--- src/rtl/memory_sequencer.sv ---
// Memory-stage sequencer: passes single loads/stores through and expands CALL, RET,
// RTI and interrupt entry into 16-bit push/pop/read sequences, stalling the pipeline meanwhile.
module memory_sequencer #(
   parameter logic [15:0] INT_VECTOR_ADDR = 16'h0000,
   parameter int          FLAG_W          = 3
) (
   input  logic              clk,
   input  logic              rst_n,
   input  logic              ex_mem_read,
   input  logic              ex_mem_write,
   input  logic [15:0]       ex_address,
   input  logic [15:0]       ex_write_data,
   input  logic              op_call,
   input  logic              op_ret,
   input  logic              op_rti,
   input  logic              int_req,
   input  logic [31:0]       pc_ret,
   input  logic [FLAG_W-1:0] flags_in,
   input  logic [15:0]       mem_data,
   output logic              memory_read,
   output logic              memory_write,
   output logic              memory_push,
   output logic              memory_pop,
   output logic [15:0]       address,
   output logic [15:0]       write_data,
   output logic              stall,
   output logic              pc_load,
   output logic [31:0]       pc_out,
   output logic              flags_load,
   output logic [FLAG_W-1:0] flags_out,
   output logic              int_ack,
   output logic [3:0]        state_o
);

   typedef enum logic [3:0] {
      S_IDLE       = 4'd0,
      S_PUSH_HI    = 4'd1,
      S_PUSH_LO    = 4'd2,
      S_PUSH_FLAGS = 4'd3,
      S_VEC_HI     = 4'd4,
      S_VEC_LO     = 4'd5,
      S_POP_FLAGS  = 4'd6,
      S_POP_LO     = 4'd7,
      S_POP_HI     = 4'd8,
      S_LOAD       = 4'd9
   } state_t;

   state_t            state_q;
   logic [31:0]       pc_q;
   logic [FLAG_W-1:0] flags_q;
   logic [15:0]       word_q;
   logic              is_int_q;
   logic              is_rti_q;
   logic [31:0]       pc_out_q;
   logic [FLAG_W-1:0] flags_out_q;

   logic start;
   logic sel_int;

   // Stall acts as the pipeline's ready: while stall=1 the op_* and pc_ret/flags_in
   // inputs are held upstream; a request is taken only in the IDLE cycle where stall rises.
   assign start   = op_rti | op_ret | op_call | int_req;
   assign sel_int = int_req & ~(op_rti | op_ret | op_call);

   always_ff @(posedge clk or negedge rst_n) begin
      if (!rst_n) begin
         state_q     <= S_IDLE;
         pc_q        <= '0;
         flags_q     <= '0;
         word_q      <= '0;
         is_int_q    <= 1'b0;
         is_rti_q    <= 1'b0;
         pc_out_q    <= '0;
         flags_out_q <= '0;
      end else begin
         case (state_q)
            S_IDLE: begin
               if (start) begin
                  pc_q     <= pc_ret;
                  flags_q  <= flags_in;
                  is_int_q <= sel_int;
                  is_rti_q <= op_rti;
                  if (op_rti)      state_q <= S_POP_FLAGS;
                  else if (op_ret) state_q <= S_POP_LO;
                  else             state_q <= S_PUSH_HI;
               end
            end
            S_PUSH_HI: state_q <= S_PUSH_LO;
            S_PUSH_LO: begin
               pc_out_q <= pc_q;
               state_q  <= is_int_q ? S_PUSH_FLAGS : S_LOAD;
            end
            S_PUSH_FLAGS: state_q <= S_VEC_HI;
            S_VEC_HI: begin
               word_q  <= mem_data;
               state_q <= S_VEC_LO;
            end
            S_VEC_LO: begin
               pc_out_q <= {word_q, mem_data};
               state_q  <= S_LOAD;
            end
            S_POP_FLAGS: begin
               flags_out_q <= mem_data[FLAG_W-1:0];
               state_q     <= S_POP_LO;
            end
            S_POP_LO: begin
               word_q  <= mem_data;
               state_q <= S_POP_HI;
            end
            S_POP_HI: begin
               pc_out_q <= {mem_data, word_q};
               state_q  <= S_LOAD;
            end
            S_LOAD:  state_q <= S_IDLE;
            default: state_q <= S_IDLE;
         endcase
      end
   end

   // Reset gates every command combinationally so nothing leaks while rst_n is low.
   always_comb begin
      memory_read  = 1'b0;
      memory_write = 1'b0;
      memory_push  = 1'b0;
      memory_pop   = 1'b0;
      address      = '0;
      write_data   = '0;
      stall        = 1'b0;
      pc_load      = 1'b0;
      flags_load   = 1'b0;
      int_ack      = 1'b0;
      if (rst_n) begin
         case (state_q)
            S_IDLE: begin
               if (start) begin
                  stall   = 1'b1;
                  int_ack = sel_int;
               end else begin
                  memory_read  = ex_mem_read;
                  memory_write = ex_mem_write;
                  address      = ex_address;
                  write_data   = ex_write_data;
               end
            end
            S_PUSH_HI: begin
               stall       = 1'b1;
               memory_push = 1'b1;
               write_data  = pc_q[31:16];
            end
            S_PUSH_LO: begin
               stall       = 1'b1;
               memory_push = 1'b1;
               write_data  = pc_q[15:0];
            end
            S_PUSH_FLAGS: begin
               stall       = 1'b1;
               memory_push = 1'b1;
               write_data  = {{(16-FLAG_W){1'b0}}, flags_q};
            end
            S_VEC_HI: begin
               stall       = 1'b1;
               memory_read = 1'b1;
               address     = INT_VECTOR_ADDR;
            end
            S_VEC_LO: begin
               stall       = 1'b1;
               memory_read = 1'b1;
               address     = INT_VECTOR_ADDR + 16'd1;
            end
            S_POP_FLAGS, S_POP_LO, S_POP_HI: begin
               stall      = 1'b1;
               memory_pop = 1'b1;
            end
            S_LOAD: begin
               pc_load    = 1'b1;
               flags_load = is_rti_q;
            end
            default: ;
         endcase
      end
   end

   assign pc_out    = pc_out_q;
   assign flags_out = flags_out_q;
   assign state_o   = state_q;

endmodule

--- config.mk ---
export PLATFORM = sky130hd
export DESIGN_NAME = memory_sequencer
export DESIGN_NICKNAME = d
export VERILOG_FILES = /design/src/rtl/memory_sequencer.sv
export SDC_FILE = /design/constraint.sdc
export NUM_CORES = 1
export LEC_CHECK = 0
export ABC_AREA = 1
export BUFFER_PORTS_ARGS = -buffer_cell sky130_fd_sc_hd__buf_2
export CORE_ASPECT_RATIO = 1.1
export CORE_UTILIZATION = 44
export CTS_BUF_LIST = sky130_fd_sc_hd__clkbuf_8
export DETAILED_ROUTE_END_ITERATION = 12
export PLACE_DENSITY = 0.73
export SYNTH_ARGS = -nofsm -noshare
export SYNTH_HDL_FRONTEND = slang
export SYNTH_SLANG_ARGS = --single-unit
--- constraint.sdc ---
create_clock -name clk -period 2.7 [get_ports clk]
set_input_delay 0.81 -clock clk [delete_from_list [all_inputs] [get_ports clk]]
set_output_delay 0.81 -clock clk [all_outputs]
set_load 0.1 [all_outputs]
==> out/qor.csv, run 1 <==
stage,metric,value,unit
synth,syn-num-nets,786,
clocking,cts_tree,done,
status,violations,setup timing,
clocking,cts.sinks,92,
routing,wl,17200,µm
placed_design,pre_cts_slack,-174,ps
worst_setup_path,critPathRequiredTime,1890,ps
global_route,grt_usage,29.0,%
worst_setup_path,crit_start,state_o[0],
sta,min_period_over_period,104,%
floorplan,dieArea,11800,µm²
routing,drc,0,
routing,drt_iter0_markers,402,
floorplan,initial_core_util,45.5,%
finish,final_cell_mix,"256 x nand2_1, 126 x buf_2, 88 x dfrtp_1",
routing,dr.pass1.iters,5,
sta,fin_ws,-112,ps
sta,finalHoldViolations,0,
global_route,grt_pass1_vias,5154,
synth,synth_top_family_by_area,simple AND/OR/NAND/NOR gates,
sta,clock.fmax,0.356,GHz
sta,grt_setup_unrepaired,true,
placed_design,numPortBuffers,169,
worst_setup_path,critPathCaptureType,output pin,
finish,area.sequential,2320,µm²
clocking,root_buffer,clkbuf_8,
worst_setup_path,reg2reg_from,state_o[0],
worst_setup_path,crit_type,reg -> out,
synth,synth_compound_area_share,6.10,%
power,power.density,1310,nW/µm²
hold_path,hold_class,in -> async,
sta,whs,415,ps
finish,nFillCells,835,
sta,tightest_slew,638,ps
synth,synth_warnings,0,
global_route,met2_usage,49.4,%
floorplan,pin_count,170,
clocking,clk_latency,380,ps
synth,synth_xor_area_share,0,%
synth,synth-simple-area-share,37.9,%
worst_setup_path,arrival,2000,ps
global_route,grt_pass1_wl,26500,µm
placed_design,globalplace.congestion,0.876,
synth,synth_fa_ha_area_share,0,%
floorplan,coreArea,11000,µm²
worst_setup_path,rrSetupSlack,430,ps
clocking,cts_buffer_depth,2,
global_route,grt_max_degree,45,
synth,syn_area,5010,µm²
worst_setup_path,crit_path_start_kind,register,
floorplan,dieHeight,114,µm
floorplan,die_x,104,µm
placed_design,dp_hpwl,12100,µm
synth,synth.avg_cell_area,7.20,µm²
worst_setup_path,rr_worst_depth,11,
clocking,h-tree-depth,3,
global_route,use_met1,38.1,%
sta,finClkSkew,9.94,ps
worst_setup_path,r2r-end,pc_out[8],
finish,utilization,71.5,%
floorplan,num_rows,40,
clocking,numCtsBuffers,9,
finish,layout_commonest_cell,nand2_1,
finish,area_growth,57.3,%
status,status,"finished, violations left",
synth,synth.area.mux_share,0,%
synth,synth_seq_area_share,46.0,%
finish,fin_cells,1048,
global_route,met3_usage,4.23,%
routing,route.detailed.wl_per_inst,16.4,µm
power,ir_worst_vdd,0.808,mV
placed_design,dp.cells,1012,
routing,ant_nets,0,
routing,dr_total_vias,5352,
global_route,grt_remaining_overflow,0,
synth,synth_seq_cells,92,
finish,drive_above_1_share,40.2,%
synth,synthDistinctLibCells,29,
worst_setup_path,critPathMaxFanout,7,
global_route,grt-busiest-layer,met2,
sta,fin_setup_tns,-2660,ps
synth,synth_cells,695,
sta,layout_min_cycle_time,2810,ps
sta,finalMaxSlewViolations,0,
sta,slew_headroom,57.4,%
power,power.leakage,4.13,nW
sta,setup_viol,36,
flow_run,cap_violations,0,
global_route,antenna_found_initial,1,
routing,vias_per_cell,5.11,
finish,multi_input_area,2840,µm²
finish,nets,986,
clocking,clk_pin_slew_worst_paths,90,ps
==> through the flow <==
stage	area, µm²	total power, W
after global placement	7240	0.00859
after floorplan	5550	0.00725
after global routing	7880	0.0109
final	7880	0.0103
after detailed placement	7240	0.00871
after CTS	7700	0.0101
==> routing by layer <==
layer	wire, µm	up-vias
li1	-	2561
met1	7090	2536
met2	8690	232
met3	1090	23
met4	297	0
met5	0	-
==> cells by family (layout without fill, tap and decap cells) <==
group                  after synthesis  count (layout)
buffers and inverters              111             315
DFF                                 92              92
AOI/OAI and AO/OA                   57              57
and+or+nand+nor                    435             436
other                                0               1
==> sequential cells by signal, indices dropped and copies added, names as in the netlist <==
name	count
flags_out	3
is_int_q	1
pc_out	32
word_q	16
pc_q	32
is_rti_q	1
state_o	4
flags_q	3
==> repair_timing <==
item,4_1_cts,5_1_grt
pin swaps,9,16
endpoints found under the setup margin,36,36
buffers inserted,10,7
gates resized for setup,38,33
gates cloned,1,1
hold buffers,0,0
==> power by group <==
group,internal [W],switching (W),total (W)
registers,0.00206,0.000530,0.00259
logic,0.00176,0.00483,0.00659
clock network,0.000661,0.000500,0.00116
total,0.00448,0.00586,0.0103
==> critical path: stages (launching register included) <==
cell,delay [ps]
dfrtp_4,540
inv_4,90
nand2_4,60
nor2_4,210
clkbuf_16,210
nand2_4,60
nand2_2,60
inv_2,40
a21oi_4,150
buf_12,190
==> cells in the mapped netlist <==
cell type / instances / share of area (%)
nand2_1: 295 / 22
dfrtp_1: 92 / 46
nand3_1: 76 / 7.6
inv_1: 71 / 5.3
nor2_1: 28 / 2.1
o21ai_0: 26 / 2.6
buf_2: 16 / 1.6
nand3b_1: 16 / 2.4
a21oi_1: 14 / 1.4
o21ai_1: 12 / 1.2
buf_4: 6 / 0.90
buf_6: 6 / 1.3
clkbuf_1: 6 / 0.45
nor2_4: 6 / 1.3
inv_2: 5 / 0.37
nor3_1: 4 / 0.40
nand2_2: 2 / 0.25
nand2_4: 2 / 0.45
nand3_2: 2 / 0.40
a211oi_2: 1 / 0.25
buf_1: 1 / 0.075
nand4_1: 1 / 0.13
nor2_2: 1 / 0.13
nor2_8: 1 / 0.40
nor3b_1: 1 / 0.15
o2111ai_1: 1 / 0.17
o211ai_1: 1 / 0.15
o221ai_1: 1 / 0.17
o31ai_1: 1 / 0.15
==> area by class of cell <==
| type | count | area share (%) |
|---|---|---|
| well taps | 147 | 2.33 |
| inverters | 76 | 3.75 |
| multi-input cells | 493 | 36.1 |
| diodes | 1 | 0.0318 |
| flip-flops and latches | 92 | 29.4 |
| repair buffers | 223 | 25.2 |
| clock buffers | 11 | 1.92 |
| clock inverters | 5 | 1.25 |
==> how the worst max path moves through the flow <==
stage                    endpoint  slack (ps)  cells after the start
global placement      address[10]        -120                      8
detailed placement    address[11]        -170                      8
finish              write_data[9]        -110                      9
floorplan                   stall        -290                      6
global route        write_data[9]        -180                      9
CTS                   address[11]         -70                      8
No activity file was read; power rests on OpenSTA's default activity.
==> inputs of run 2 (changes only) <==
==> constraint.sdc (replaced) <==
create_clock -name clk -period 3.6 [get_ports clk]
set_input_delay 1.08 -clock clk [delete_from_list [all_inputs] [get_ports clk]]
set_output_delay 1.08 -clock clk [all_outputs]
set_load 0.1 [all_outputs]
==> run 2 against run 1 <==
  * The run now ends clean
  * Combinational power down 33%
  * Power down 31%
  * Worst hold slack better by 65 ps
  * Final cell count down 3.8%
  * Sequential share of layout area up 3.2 points
  * Setup slack better by 210 ps
  * Sequential power down 27%
  * Global-route usage down 2.3 points
  * Core utilization down 7.4 points
  * Critical endpoint is now address[5]
  * Largest cell class unchanged
  * Largest power group unchanged
==> out/qor.csv, run 2 (same netlist as run 1, synthesis figures left out) <==
stage,metric,value,unit
global_route,grt_usage,26.6,%
status,status,"finished, final reports clean",
sta,slew_headroom,48.4,%
worst_setup_path,reg2reg_from,state_o[1],
clocking,cts_tree,done,
global_route,antenna_found_initial,0,
sta,finalHoldViolations,0,
finish,drive_above_1_share,29.8,%
worst_setup_path,crit_path_start_kind,input pin,
sta,min_period_over_period,97.3,%
routing,vias_per_cell,5.02,
finish,final_cell_mix,"295 x nand2_1, 128 x buf_2, 89 x dfrtp_1",
sta,tightest_slew,773,ps
global_route,grt_pass1_wl,24500,µm
global_route,grt_max_degree,57,
worst_setup_path,crit_buf_inv,3,
worst_setup_path,r2r-end,pc_q[8],
routing,wl,15300,µm
worst_setup_path,crit_path_top_delay_cell,buf_4,
placed_design,placed_cell_area,6840,µm²
clocking,h-tree-depth,3,
flow_run,cap_violations,0,
clocking,cts_buffer_depth,2,
routing,wl_met2,7340,µm
worst_setup_path,critPathRequiredTime,2520,ps
finish,antenna_cells,0,
worst_setup_path,crit_type,in -> out,
routing,dr_total_vias,5057,
floorplan,dieHeight,114,µm
finish,final_area,7070,µm²
finish,layout_commonest_cell,nand2_1,
sta,clock.fmax,0.286,GHz
placed_design,pre_cts_slack,99.8,ps
routing,wl_met1,6630,µm
clocking,cts_resized,0,
floorplan,pin_count,170,
power,power.density,1010,nW/µm²
worst_setup_path,critical-path-top-delay-family,simple AND/OR/NAND/NOR gates,
placed_design,numPortBuffers,169,
clocking,cts.sinks,92,
worst_setup_path,critPathCaptureType,output pin,
floorplan,initial_core_util,45.5,%
worst_setup_path,rr_worst_depth,7,
finish,area.sequential,2310,µm²
hold_path,worst_hold_startpoint,pc_out[31],
routing,wl_met3,1020,µm
global_route,grt_remaining_overflow,0,
hold_path,hold_class,reg -> reg,
routing,drc,0,
worst_setup_path,crit_path_cell_trace,buf_2 -> nor2_1 -> nand3_1 -> nor2_4 -> nand2_2 -> buf_4 -> nor2_4 -> buf_12,
floorplan,dieArea,11800,µm²
sta,finalMaxSlewViolations,0,
finish,area_growth,41.2,%
clocking,cts_hold_buf,0,
clocking,numCtsBuffers,9,
finish,nets,947,
routing,routed.top_layer,met4,
worst_setup_path,arrival,2420,ps
sta,fin_ws,97.9,ps
sta,setup_viol,0,
finish,nFillCells,972,
routing,drt_iter0_markers,417,
clocking,root_buffer,clkbuf_8,
placed_design,globalplace.congestion,0.854,
routing,route.detailed.wl_per_inst,15.2,µm
power,ir_worst_vdd,0.498,mV
finish,multi_input_area,2500,µm²
power,power.leakage,3.74,nW
clocking,clk_latency,370,ps
sta,whs,480,ps
hold_path,min_to,pc_out[31],
worst_setup_path,path_common_cell,nor2_4,
global_route,grt_pass1_vias,4708,
routing,ant_nets,0,
worst_setup_path,max_stage_delay,260,ps
hold_path,whs_path_depth,2,
clocking,clk_pin_slew_worst_paths,90,ps
routing,dr.pass1.iters,7,
sta,layout_min_cycle_time,3500,ps
floorplan,coreArea,11000,µm²
worst_setup_path,rrSetupSlack,1270,ps
sta,grt_setup_unrepaired,false,
clocking,post_cts_buffers,0,
placed_design,dp_hpwl,11600,µm
worst_setup_path,critPathMaxFanout,10,
sta,finClkSkew,7.57,ps
floorplan,die_x,104,µm
floorplan,num_rows,40,
## run 2: changes by cell type in the layout (fill, tap and decap cells not counted), moves of 12 or more
cell | before | now
inv_1 | 60 | 72
nand2_1 | 256 | 295
nor2_4 | 29 | 16
buf_4 | 45 | 17
nand2_2 | 25 | 2
nand2_4 | 17 | 2
## run 2: power breakdown
part	internal, W	switching, W	leakage [nW]
combinational	0.00103	0.00340	2.47
clock	0.000426	0.000360	0.122
sequential	0.00154	0.000367	1.15
total	0.00299	0.00413	3.74
## run 2: stage by stage
step,total power (W),setup TNS [ps],cells,util [%]
after floorplan,0.00535,-2720,695,-
after global placement,0.00627,0,992,62.1
after detailed placement,0.00633,0,992,62.1
after CTS,0.00712,0,1008,64.2
after global routing,0.00753,0,1008,64.2
final,0.00713,0,1008,64.2
## run 2: tightest hold or removal path, delay by kind of cell, from the launching register on
kind / cells / cell delay [ps]
AND/OR/NAND/NOR: 2 / 100
flip-flops: 1 / 350
## run 2: metal layers
| metal | GRT usage, % | vias up |
|---|---|---|
| met2 | 43.7 | 214 |
| met4 | 9.71 | 0 |
| met3 | 3.03 | 25 |
| met5 | 0 | - |
| met1 | 36.7 | 2334 |
| li1 | - | 2484 |
## run 2: area by class of cell
cell class | count | area share (%)
well taps | 147 | 2.60
clock inverters | 5 | 1.08
multi-input cells | 492 | 35.3
flip-flops and latches | 92 | 32.6
clock buffers | 11 | 2.14
inverters | 76 | 4.04
repair buffers | 185 | 22.2
## run 2: worst max path at each step
stage	to	cells after the start	slack [ps]	start
final	address[5]	8	100	op_rti
after global routing	address[5]	8	4	op_rti
after CTS	address[5]	7	90	state_o[1]
after detailed placement	address[5]	8	100	op_rti
after global placement	address[7]	8	160	op_rti
after floorplan	address[1]	5	-450	op_ret
